$ cat config.mk
export PLATFORM = sky130hd
export DESIGN_NAME = regfile_writeback_flat
export DESIGN_NICKNAME = d
export VERILOG_FILES = /design/src/rtl/xm23_pkg.sv /design/src/rtl/regfile_writeback_if.sv /design/src/rtl/regfile_writeback_merge.sv /design/src/rtl/regfile_writeback.sv /design/src/flat_wrapper.sv
export SDC_FILE = /design/constraint.sdc
export NUM_CORES = 1
export LEC_CHECK = 0
export CAP_MARGIN = 20
export CELL_PAD_IN_SITES_DETAIL_PLACEMENT = 2
export CELL_PAD_IN_SITES_GLOBAL_PLACEMENT = 2
export CORE_MARGIN = 8
export CORE_UTILIZATION = 24
export DETAILED_ROUTE_END_ITERATION = 10
export PLACE_DENSITY_LB_ADDON = 0.1
export SLEW_MARGIN = 20
export SYNTH_ARGS = -nofsm -noshare
export SYNTH_HDL_FRONTEND = slang
export SYNTH_SLANG_ARGS = --single-unit
$ cat constraint.sdc
create_clock -name clk -period 5.11 [get_ports clk]
set_input_delay 1.022 -clock clk [delete_from_list [all_inputs] [get_ports clk]]
set_output_delay 1.022 -clock clk [all_outputs]
set_load 0.05 [all_outputs]
$ cat src/rtl/xm23_pkg.sv
// xm23_pkg: shared types and constants for the register-file writeback stage
//    reg_idx_t  : 3-bit register index
//    gprc_t     : register-read view, bank 0 = GPRs, bank 1 = constant table
//    wb_entry_t : pending write held between capture and commit
//    CONST_TABLE: read-only bank 1 contents, index 0 in the low element
package xm23_pkg;
   typedef logic [2:0] reg_idx_t;
   typedef logic [1:0][7:0][15:0] gprc_t;
   typedef struct packed {
      logic        valid;
      reg_idx_t    dst;
      logic        byte_en;
      logic [15:0] val;
   } wb_entry_t;
   localparam logic [7:0][15:0] CONST_TABLE = {16'hFFFF, 16'd32, 16'd16, 16'd8,
                                               16'd4, 16'd2, 16'd1, 16'd0};
endpackage

$ cat src/rtl/regfile_writeback_if.sv
// regfile_writeback_if: execute-stage write request, pipeline control and forwarding bus
//    wb_valid_i/wb_dst_i/wb_byte_i/wb_val_i : write request from execute
//    stall_i/flush_i                         : pipeline control
//    fwd_valid_o/fwd_dst_o/fwd_val_o         : pending write forwarded to earlier stages
//    master drives the request side, slave is the writeback stage
interface regfile_writeback_if;
   import xm23_pkg::*;
   logic        wb_valid_i;
   reg_idx_t    wb_dst_i;
   logic        wb_byte_i;
   logic [15:0] wb_val_i;
   logic        stall_i;
   logic        flush_i;
   logic        fwd_valid_o;
   reg_idx_t    fwd_dst_o;
   logic [15:0] fwd_val_o;
   modport master (output wb_valid_i, wb_dst_i, wb_byte_i, wb_val_i, stall_i, flush_i,
                   input  fwd_valid_o, fwd_dst_o, fwd_val_o);
   modport slave  (input  wb_valid_i, wb_dst_i, wb_byte_i, wb_val_i, stall_i, flush_i,
                   output fwd_valid_o, fwd_dst_o, fwd_val_o);
endinterface

$ cat src/rtl/regfile_writeback_merge.sv
// wb_merge: byte-write merge, a byte write replaces only bits [7:0]
//    old_val : current register contents
//    new_val : write data
//    byte_en : 1 selects byte write, 0 selects full word write
//    merged  : value to be written
module wb_merge (
   input  logic [15:0] old_val,
   input  logic [15:0] new_val,
   input  logic        byte_en,
   output logic [15:0] merged
);
   assign merged = byte_en ? {old_val[15:8], new_val[7:0]} : new_val;
endmodule

$ cat src/rtl/regfile_writeback.sv
// regfile_writeback: two-step writeback register and GPR array with constant bank
//    clk, rst  : clock, asynchronous active-high reset
//    wb        : write request, stall/flush and forwarding outputs (slave side)
//    gprc      : bank 0 GPRs, bank 1 constant table, to the register-read stage
//    pc_load_o : one-cycle pulse after a commit to R7
//    WB_BYPASS_EN : when defined, the pending write shows in gprc one edge early
module regfile_writeback
   import xm23_pkg::*;
(
   input  logic                 clk,
   input  logic                 rst,
   regfile_writeback_if.slave   wb,
   output gprc_t                gprc,
   output logic                 pc_load_o
);
   logic [7:0][15:0] regs;
   wb_entry_t        pend;
   logic [15:0]      merged;

   // one merge serves both the commit and the forwarded value, so they can never disagree
   wb_merge u_merge (
      .old_val (regs[pend.dst]),
      .new_val (pend.val),
      .byte_en (pend.byte_en),
      .merged  (merged)
   );

   always_ff @(posedge clk or posedge rst) begin
      if (rst) begin
         regs      <= '0;
         pend      <= '0;
         pc_load_o <= 1'b0;
      end else begin
         pc_load_o <= 1'b0;
         if (wb.flush_i) begin
            pend.valid <= 1'b0;
         end else if (!wb.stall_i) begin
            if (pend.valid) begin
               regs[pend.dst] <= merged;
               pc_load_o      <= pend.dst == 3'd7;
            end
            pend <= '{valid: wb.wb_valid_i, dst: wb.wb_dst_i, byte_en: wb.wb_byte_i, val: wb.wb_val_i};
         end
      end
   end

   assign wb.fwd_valid_o = pend.valid;
   assign wb.fwd_dst_o   = pend.valid ? pend.dst : '0;
   assign wb.fwd_val_o   = pend.valid ? merged : '0;

`ifdef WB_BYPASS_EN
   always_comb begin
      gprc[1] = CONST_TABLE;
      gprc[0] = regs;
      if (pend.valid && !wb.stall_i) gprc[0][pend.dst] = merged;
   end
`else
   assign gprc = {CONST_TABLE, regs};
`endif
endmodule

$ cat src/flat_wrapper.sv
// flat-port wrapper written by rule: the top's interface ports become plain ports
module regfile_writeback_flat import xm23_pkg::*;
  (clk, rst, gprc, pc_load_o, wb_wb_valid_i, wb_wb_dst_i, wb_wb_byte_i, wb_wb_val_i, wb_stall_i, wb_flush_i, wb_fwd_valid_o, wb_fwd_dst_o, wb_fwd_val_o);
  regfile_writeback_if wb_i ();
  input  logic clk;
  input  logic rst;
  output gprc_t gprc;
  output logic pc_load_o;
  input wire logic [$bits(wb_i.wb_valid_i)-1:0] wb_wb_valid_i;
  input wire logic [$bits(wb_i.wb_dst_i)-1:0] wb_wb_dst_i;
  input wire logic [$bits(wb_i.wb_byte_i)-1:0] wb_wb_byte_i;
  input wire logic [$bits(wb_i.wb_val_i)-1:0] wb_wb_val_i;
  input wire logic [$bits(wb_i.stall_i)-1:0] wb_stall_i;
  input wire logic [$bits(wb_i.flush_i)-1:0] wb_flush_i;
  output wire logic [$bits(wb_i.fwd_valid_o)-1:0] wb_fwd_valid_o;
  output wire logic [$bits(wb_i.fwd_dst_o)-1:0] wb_fwd_dst_o;
  output wire logic [$bits(wb_i.fwd_val_o)-1:0] wb_fwd_val_o;
  assign wb_i.wb_valid_i = wb_wb_valid_i;
  assign wb_i.wb_dst_i = wb_wb_dst_i;
  assign wb_i.wb_byte_i = wb_wb_byte_i;
  assign wb_i.wb_val_i = wb_wb_val_i;
  assign wb_i.stall_i = wb_stall_i;
  assign wb_i.flush_i = wb_flush_i;
  assign wb_fwd_valid_o = wb_i.fwd_valid_o;
  assign wb_fwd_dst_o = wb_i.fwd_dst_o;
  assign wb_fwd_val_o = wb_i.fwd_val_o;
  regfile_writeback u_core (.clk(clk), .rst(rst), .wb(wb_i), .gprc(gprc), .pc_load_o(pc_load_o));
endmodule
# == After elaboration in Yosys (flattened, before gate mapping) ==
# Cells that the tools add are included.
# op_classes
order_cmp,2
n_eq_ne,2
mux,13
n_bitwise,2
n_reduce_logical,3
# ops
cell,n
$bwmux W128,1
$mux W16,4
$bmux W16 S3,1
$demux W16 S3,1
$mux W21,1
$lt A3 B4 Y1 const B,1
$mux W1,4
$eq A3 B3 Y1 const B,1
$ge A3 B1 Y1 const B,1
$mux W3,1
$reduce_and A3 Y1,1
$ne A2 B1 Y1 const B,1
$not A1 Y1,2
$reduce_and A2 Y1,1
$logic_and A1 B1 Y1,1
# totals
regBits,150
input_bits,25

# == Logic depth before layout (Yosys ltp) ==
# Gate-level depths: netlist (run 1).
# depth
word_depth,5
depth_mapped,7
depth_no_buf,5

# == By module ==
# From an unflattened synthesis (run 1), not the netlist that was laid out.
# hier_totals
hier_cells,553
area_unflattened_um2,7860.0
# by_module_without_submodules
mod,n_inst,cells_each,area_each_um2,seq_area_each_um2
regfile_writeback,1,536,7668.6,3753.6
wb_merge,1,17,191.4,0.0

# == Worst setup path before layout (run 1) ==
# Ideal clock, no wire load.
# synth_timing
path_kind,register -> output
from,reg u_core.regs (netlist bit u_core.gprc[15])
to,out wb_fwd_val_o[15]
arrival_ns,2.062
required_ns,4.088
path_slack_ns,2.026
stages_incl_launch_ff,5
path_buffers,0
cell_sequence,dfrtp_1 -> or4b_1 -> o311ai_1 -> o32ai_1 -> nor2_1
# synth_between
elab_chain_cells,4
# synth_rtl
item,line_no,text
"start, declared",regfile_writeback.sv:16,logic [7:0][15:0] regs;
"start signal, assigned by index",regfile_writeback.sv:39,regs[pend.dst] <= merged;
$bmux W16 S3,regfile_writeback.sv:22,".old_val (regs[pend.dst]),"
$mux W16 (implied by the code),regfile_writeback.sv:22,
$mux W16,regfile_writeback_merge.sv:12,"assign merged = byte_en ? {old_val[15:8], new_val[7:0]} : new_val;"
$mux W16,regfile_writeback.sv:49,assign wb.fwd_val_o = pend.valid ? merged : '0;
"end, declared",flat_wrapper.sv:17,output wire logic [$bits(wb_i.fwd_val_o)-1:0] wb_fwd_val_o;
# Every way passes these cells. The select of a mux whose other input is x is not followed.

# == Final worst setup path (run 1) ==
# layout_timing
from,reg u_core.pend[19] (netlist name)
to,out wb_fwd_val_o[8]
# layout_between
elab_chain_cells,4
# layout_rtl
item,line_no,text
"start, declared",regfile_writeback.sv:17,wb_entry_t pend;
"start signal, assigned",regfile_writeback.sv:42,"pend <= '{valid: wb.wb_valid_i, dst: wb.wb_dst_i, byte_en: wb.wb_byte_i, val: wb.wb_val_i};"
$bmux W16 S3,regfile_writeback.sv:22,
$mux W16 (implied by the code),regfile_writeback.sv:22,
$mux W16,regfile_writeback_merge.sv:12,
$mux W16,regfile_writeback.sv:49,
# Every way passes these cells. The select of a mux whose other input is x is not followed.

==> results of run 1 <==
## final timing paths
path | to | from | slack [ns] | cells after the start
min in group asynchronous | u_core.gprc[87]$_DFFE_PP0P_ | rst | 1.15 | 2
min reg2reg | u_core.gprc[100]$_DFFE_PP0P_ | u_core.gprc[100]$_DFFE_PP0P_ | 0.49 | 2
max in group asynchronous | u_core.gprc[15]$_DFFE_PP0P_ | rst | 3.08 | 3
max | wb_fwd_val_o[8] | u_core.pend[19]$_DFFE_PP0P_ | 0.66 | 5
max reg2reg | u_core.gprc[23]$_DFFE_PP0P_ | u_core.wb.fwd_valid_o$_DFFE_PP0P_ | 2.17 | 4
min | u_core.gprc[100]$_DFFE_PP0P_ | u_core.gprc[100]$_DFFE_PP0P_ | 0.49 | 2
## cell families (layout without fill, tap and decap cells)
kind of cell,after synthesis,in the layout,share of synthesized area (%)
buf+inv,172,221,15.5
simple gates,166,166,10.3
flops,150,150,50.1
mux,112,112,16.7
compound gates,73,73,7.28
other cells,2,128,0.100
## power breakdown
part | internal, W | total, W | switching, W
Sequential | 0.00138 | 0.00159 | 0.000204
Combinational | 0.000511 | 0.00173 | 0.00121
Clock | 0.000809 | 0.00134 | 0.000534
## stage by stage
stage               power [W]  area (sq um)  util, %  hold slack (ns)
floorplan             0.00281          7960        -            0.482
global placement      0.00332          9150     29.8            0.463
detailed placement    0.00335          9150     29.8            0.475
CTS                   0.00472          9770     31.8            0.497
global route          0.00486          9770     31.9            0.511
finish                0.00466          9770     31.9            0.490
## routing by layer
layer / vias to the layer above / routed length (um)
li1: 2358 / -
met1: 2715 / 11600
met2: 159 / 13600
met3: 19 / 2490
met4: 0 / 301
met5: - / 0
## area by class of cell
type                            count  area (sq um)  area share, %
Clock buffer                       21           470           4.81
Clock inverter                     10           146           1.50
Inverter                            6          30.0          0.307
Multi-Input combinational cell    479          3060           31.3
Sequential cell                   150          3750           38.4
Tap cell                          396           495           5.07
Timing Repair Buffer              184          1810           18.6
## flip-flops by register name (all words and copies together), names as in the netlist
signal,count
u_core.gprc,128
u_core.pend,20
u_core.pc_load_o,1
u_core.wb.fwd_valid_o,1
## synth_stat cells (7+ instances only)
cell type and instances:
mux2i_1 8, and2_1 19, a21oi_1 7, dfrtp_1 150, buf_2 21, nor2_1 20, o31ai_1 29, clkbuf_1 15
nand2_1 102, mux2_2 103, o21ai_0 10, buf_4 130
## tightest hold or removal path, cell delays in order (launching register included)
cell and delay, ns:
dfrtp_1 0.35, nand2_1 0.05, nand2_1 0.06
## cell usage in the layout, fill, tap and decap left out, drive strengths merged, types with 14 or more instances in the layout
master,count
conb,128
nor2,20
clkdlybuf4s50,173
nand2,102
mux2,104
o31ai,29
and2,19
clkbuf,21
o21ai,14
dfrtp,150
==> metrics.md, run 1 <==
| Metric | Value |
|---|---|
| Status | `completed` |
| Static Leak | `between 4 and 5 nW` |
| GR peak layer | `met2` |
| CP Launch Type | `flop` |
| Diodes inserted | `0` |
| Initial DRC Count | `128` |
| Initial Util | `24.4%` |
| CTS max path bufs | `2` |
| Final clock skew | `0.0160 ns` |
| CP Data Arrival Time | `3.43 ns` |
| Final setup viols | `0` |
| GR Util All Layers | `between 10% and 20%` |
| Critical Path RT | `4.09 ns` |
| Post-route DRC | `0` |
| WL final | `28.0 mm` |
| Clock tree sinks | `150` |
| Library cells used by synthesis | `45` |
| GPL Wtd Cong | `0.733` |
| Root Buffer | `clkbuf_16` |
| First-pass GRT wire length | `41.5 mm` |
| Post-Syn Area | `roughly 0.0075 sq mm` |
| Setup TNS | `0 ns` |
| Post-synth EDFFs | `0` |
| Pins Over Slew Limit | `0` |
| Setup bufs post-CTS | `0` |
| Final cell count without fillers | `1246` |
| Remaining Overflow, GRT | `0` |
| Sequential area share after synthesis | `around half` |
| Fillers | `3310` |
| Placed Cells | `~1200` |
| Row cnt | `64` |
| Warnings from Yosys | `0` |
| Synth Flop Type | `dfrtp_1` |
| Die Y | `193 um` |
| DRT Pass-1 Iters | `4` |
| H-Tree Depth | `4` |
| Grt met1 use | `~18%` |
| Setup WS pre-CTS | `1.07 ns` |
| Synth async-reset ratio | `100%` |
| Final critical-path setup slack | `between 0.6 and 0.7 ns` |
| Worst Setup End Kind | `primary output` |
| Pin count of the biggest net entering global routing | `between 100 and 150` |
| Max_cap viols | `0` |
| Slowest stage cell, crit path | `dfrtp_1` |
| Worst slew pin tran | `about 0.93 ns` |
| Nets@finish | `between 800 and 900` |
| CTS hold repair buffers | `0` |
| Leading area contributor after synthesis | `dfrtp_1` |
| Worst Path Class, Setup | `reg2out` |
| Slowest stage delay, CP | `around 0.92 ns` |
| Avg Inst Size Synth | `roughly 11 sq um` |
| Crit-path max FO | `28` |
| Core Region | `approximately 0.031 sq mm` |
| Die Area | `about 0.037 sq mm` |
| Post-DP HPWL | `20.6 mm` |
| Yosys reg bits | `150` |
| Final Hold Vio Count | `0` |
| Layout cells sized above 1 | `18.2%` |
| Clock Pin Slew Worst Setup and Hold Paths | `0.06 ns` |
| Worst path bufs/invs | `1` |
| CP Cell Sequence | `nand2_1 -> a2bb2oi_1 -> a31oi_1 -> and2_1 -> clkdlybuf4s50_1` |
| Worst Hold Class | `reg2reg` |
| Grt met3 use | `6.45%` |
| CTS tree | `built` |
| Num CTS Buffers | `17` |
| Die X | `193 um` |
| Max Fclk | `225 MHz` |
| Vias | `5251` |
| RSZ-0062 raised after global routing | `no` |
| Drt via density | `4.21` |
| Post-Syn Instances | `675` |
| Antenna-violating nets left | `0` |
| Initial antenna violation count | `0` |
| Num ports | `302` |
| CTS resizes | `0` |
| Max VDD drop | `0.224 mV` |
| Crit share post-route | `87.1%` |
| Port bufs | `173` |
| Top cell type's share of synthesized area | `50.1%` |
| Synth area leaders | `dfrtp_1 (50%), mux2_2 (15%), buf_4 (13%)` |
| Crit path max-delay family | `flip-flops` |
| Vias in the first global route | `between 6000 and 7000` |
| Wire length per cell | `22.5 um` |
| Area Growth Syn to Fin | `30.4%` |
| Slew HR | `37.7%` |
| Power per standard cell area | `approximately 480 mW/mm^2` |
| Min Tclk post-route | `roughly 4.5 ns` |
| Worst-Skew Late Latency | `0.43 ns` |
| Global Route met2 Usage | `24.9%` |
No activity file was read; power rests on OpenSTA's default activity.
==> run 2: changes to the inputs <==
- CORE_UTILIZATION: 24 -> 26
- clock period: 5.11 -> 5 ns (I/O delays scaled with it)
==> metrics.md, run 2 (synthesis results as in run 1) <==
| Metric | Value |
|---|---|
| Setup bufs post-CTS | `0 (unchanged)` |
| Static Leak | `4.42 nW (-0.48%)` |
| Power per standard cell area | `479 mW/mm^2 (+0.55%)` |
| Port bufs | `173 (unchanged)` |
| Crit-path max FO | `23 (-18%)` |
| Initial DRC Count | `138 (+7.8%)` |
| Remaining Overflow, GRT | `0 (unchanged)` |
| R2R cell count | `3 (-1)` |
| Final core utilization | `34.0% (+2.2 points)` |
| Critical Path RT | `4.00 ns (-0.09 ns)` |
| Slew HR | `29.9% (-7.8 points)` |
| Worst Hold Class | `reg2reg` |
| CTS tree | `built` |
| Worst Setup End Kind | `primary output` |
| Finished layout cell area | `0.00971 sq mm (-0.61%)` |
| CTS hold repair buffers | `0 (unchanged)` |
| Reg2Reg Capture Point | `u_core.gprc[32]$_DFFE_PP0P_` |
| Die Y | `186 um (-3.6%)` |
| Switching portion of total power | `44.2% (+2.3 points)` |
| Max VDD drop | `0.234 mV (+4.2%)` |
| Root Buffer | `clkbuf_16` |
| Clock Pin Slew Worst Setup and Hold Paths | `0.07 ns (about the same)` |
| Setup TNS | `0 ns (unchanged)` |
| CTS max path bufs | `2 (unchanged)` |
| Power share of the combinational group | `38.0% (+1.0 points)` |
| Num CTS Buffers | `17 (unchanged)` |
| Diodes inserted | `0 (unchanged)` |
| Clk pwr share | `27.1% (-1.7 points)` |
| RSZ-0062 raised after global routing | `no` |
| Post-route DRC | `0 (unchanged)` |
| Wire length per cell | `22.1 um (-1.7%)` |
| Drt via density | `4.27 (+1.4%)` |
| Most frequent cells in the layout | `clkdlybuf4s50_1 (173), dfrtp_1 (150), conb_1 (128)` |
| Area Growth Syn to Fin | `29.6%` |
| Die Area | `0.0345 sq mm (-7.1%)` |
| Max_cap viols | `0 (unchanged)` |
| CTS resizes | `0 (unchanged)` |
| Pin count of the biggest net entering global routing | `88 (-18%)` |
| Final clock skew | `0.0174 ns (+0.00140 ns)` |
| Core Region | `0.0285 sq mm (-6.9%)` |
| GPL Wtd Cong | `0.753 (+2.6%)` |
| Worst hold stages | `2 (unchanged)` |
| Final setup viols | `0 (unchanged)` |
| Placed cell areas | `0.00915 sq mm (about the same)` |
| Post-DP HPWL | `20.4 mm (-0.88%)` |
| CP Launch Type | `flop` |
| Pins Over Slew Limit | `0 (unchanged)` |
| Clock tree sinks | `150 (unchanged)` |
| DRT Pass-1 Iters | `4 (unchanged)` |
| Initial antenna violation count | `0 (unchanged)` |
| Crit share post-route | `between 80 and 90%` |
| Pint | `0.00260 W (-4.0%)` |
| CP Data Arrival Time | `3.42 ns (about the same)` |
| Final Hold Vio Count | `0 (unchanged)` |
| Nets@finish | `863 (unchanged)` |
| GR Util All Layers | `15.6% (+0.54 points)` |
| Part of the power in registers | `34.9% (+0.8 points)` |
| Worst-Skew Late Latency | `0.44 ns (about the same)` |
| Min Tclk post-route | `4.42 ns` |
| Commonest non-fill, non-tap cell in the layout | `clkdlybuf4s50_1` |
| Max Fclk | `226 MHz` |
| Initial Util | `26.2% (+1.8 points)` |
| Min-delay src | `u_core.gprc[99]$_DFFE_PP0P_` |
| Worst hold endpoint | `u_core.gprc[99]$_DFFE_PP0P_` |
| Worst slew pin tran | `1.05 ns (+0.118 ns)` |
| Layout cells sized above 1 | `18.3% (+0.096 points)` |
| Num ports | `302 (unchanged)` |
| Worst Path Class, Setup | `reg2out` |
| R2R setup slack | `2.24 ns (+0.07 ns)` |
| H-Tree Depth | `4 (unchanged)` |
| Max FFs per register | `128 (unchanged)` |
| R2R Path Start | `u_core.wb.fwd_valid_o$_DFFE_PP0P_` |
| Status | `completed` |
| Antenna-violating nets left | `0 (unchanged)` |
| Vias in the first global route | `6135 (-0.70%)` |
| Fillers | `3114 (-5.9%)` |
| First-pass GRT wire length | `40.1 mm (-3.2%)` |
| Die X | `186 um (-3.6%)` |
| Vias | `5278 (+0.51%)` |
| WL final | `27.3 mm (-2.5%)` |
| Net switching power | `0.00206 W (+5.3%)` |
| Row cnt | `62 (-3.1%)` |
[run 2: cell count changes in the layout (fill, tap and decap cells not counted)]
cell	before	now
buf_4	11	10
clkinv_8	0	1
inv_8	1	3
bufinv_16	3	0
inv_6	1	5
clkbuf_8	3	0
buf_12	0	1
[run 2: layout make-up]
| class | instances | area, sq um | area share (%) |
|---|---|---|---|
| well taps | 384 | 480 | 4.95 |
| inverters | 6 | 26.3 | 0.271 |
| flip-flops and latches | 150 | 3750 | 38.7 |
| clock inverters | 14 | 134 | 1.38 |
| clock buffers | 18 | 429 | 4.42 |
| multi-input cells | 479 | 3060 | 31.5 |
| repair buffers | 184 | 1830 | 18.8 |
[run 2: worst max path at each step]
stage,start,end,slack (ns),cells after the start
2_1_floorplan,u_core.gprc[15]$_DFFE_PP0P_,wb_fwd_val_o[15],1.94,4
5_1_grt,u_core.pend[17]$_DFFE_PP0P_,wb_fwd_val_o[8],0.43,5
4_1_cts,u_core.pend[17]$_DFFE_PP0P_,wb_fwd_val_o[8],0.51,5
3_5_place_dp,u_core.pend[17]$_DFFE_PP0P_,wb_fwd_val_o[8],1.01,5
3_3_place_gp,u_core.pend[17]$_DFFE_PP0P_,wb_fwd_val_o[8],1.11,5
6_report,u_core.pend[17]$_DFFE_PP0P_,wb_fwd_val_o[8],0.58,5
[run 2: routing by layer]
metal / part of all wire [%] / GRT usage [%]
met1: 38 / 17.4
met2: 50 / 26.5
met3: 11 / 8.00
met4: 0.91 / 3.43
met5: 0 / 0
[run 2: metrics by stage]
stage          setup WS [ns]  cells  power, W  hold slack (ns)
2_1_floorplan           1.94    801   0.00287            0.482
6_report               0.585   1235   0.00465            0.486
4_1_cts                0.506   1235   0.00472            0.491
3_5_place_dp            1.01   1203   0.00342            0.473
5_1_grt                0.427   1235   0.00485            0.512
3_3_place_gp            1.11   1203   0.00339            0.464
[run 2: power by group through the flow]
| stage | Clock, W | Sequential, W | Combinational, W |
|---|---|---|---|
| 2_1_floorplan | 0 | 0.00218 | 0.000695 |
| 3_3_place_gp | 0 | 0.00165 | 0.00175 |
| 3_5_place_dp | 0 | 0.00165 | 0.00177 |
| 4_1_cts | 0.00130 | 0.00163 | 0.00178 |
| 5_1_grt | 0.00134 | 0.00166 | 0.00185 |
| 6_report | 0.00126 | 0.00162 | 0.00177 |
[run 2: worst max-delay path, cell delays in order (launching register included)]
cell and delay [ns]:
dfrtp_1 0.93, nand2_1 0.33, a2bb2oi_1 0.23, a31oi_1 0.49
and2_1 0.20, clkdlybuf4s50_1 0.80
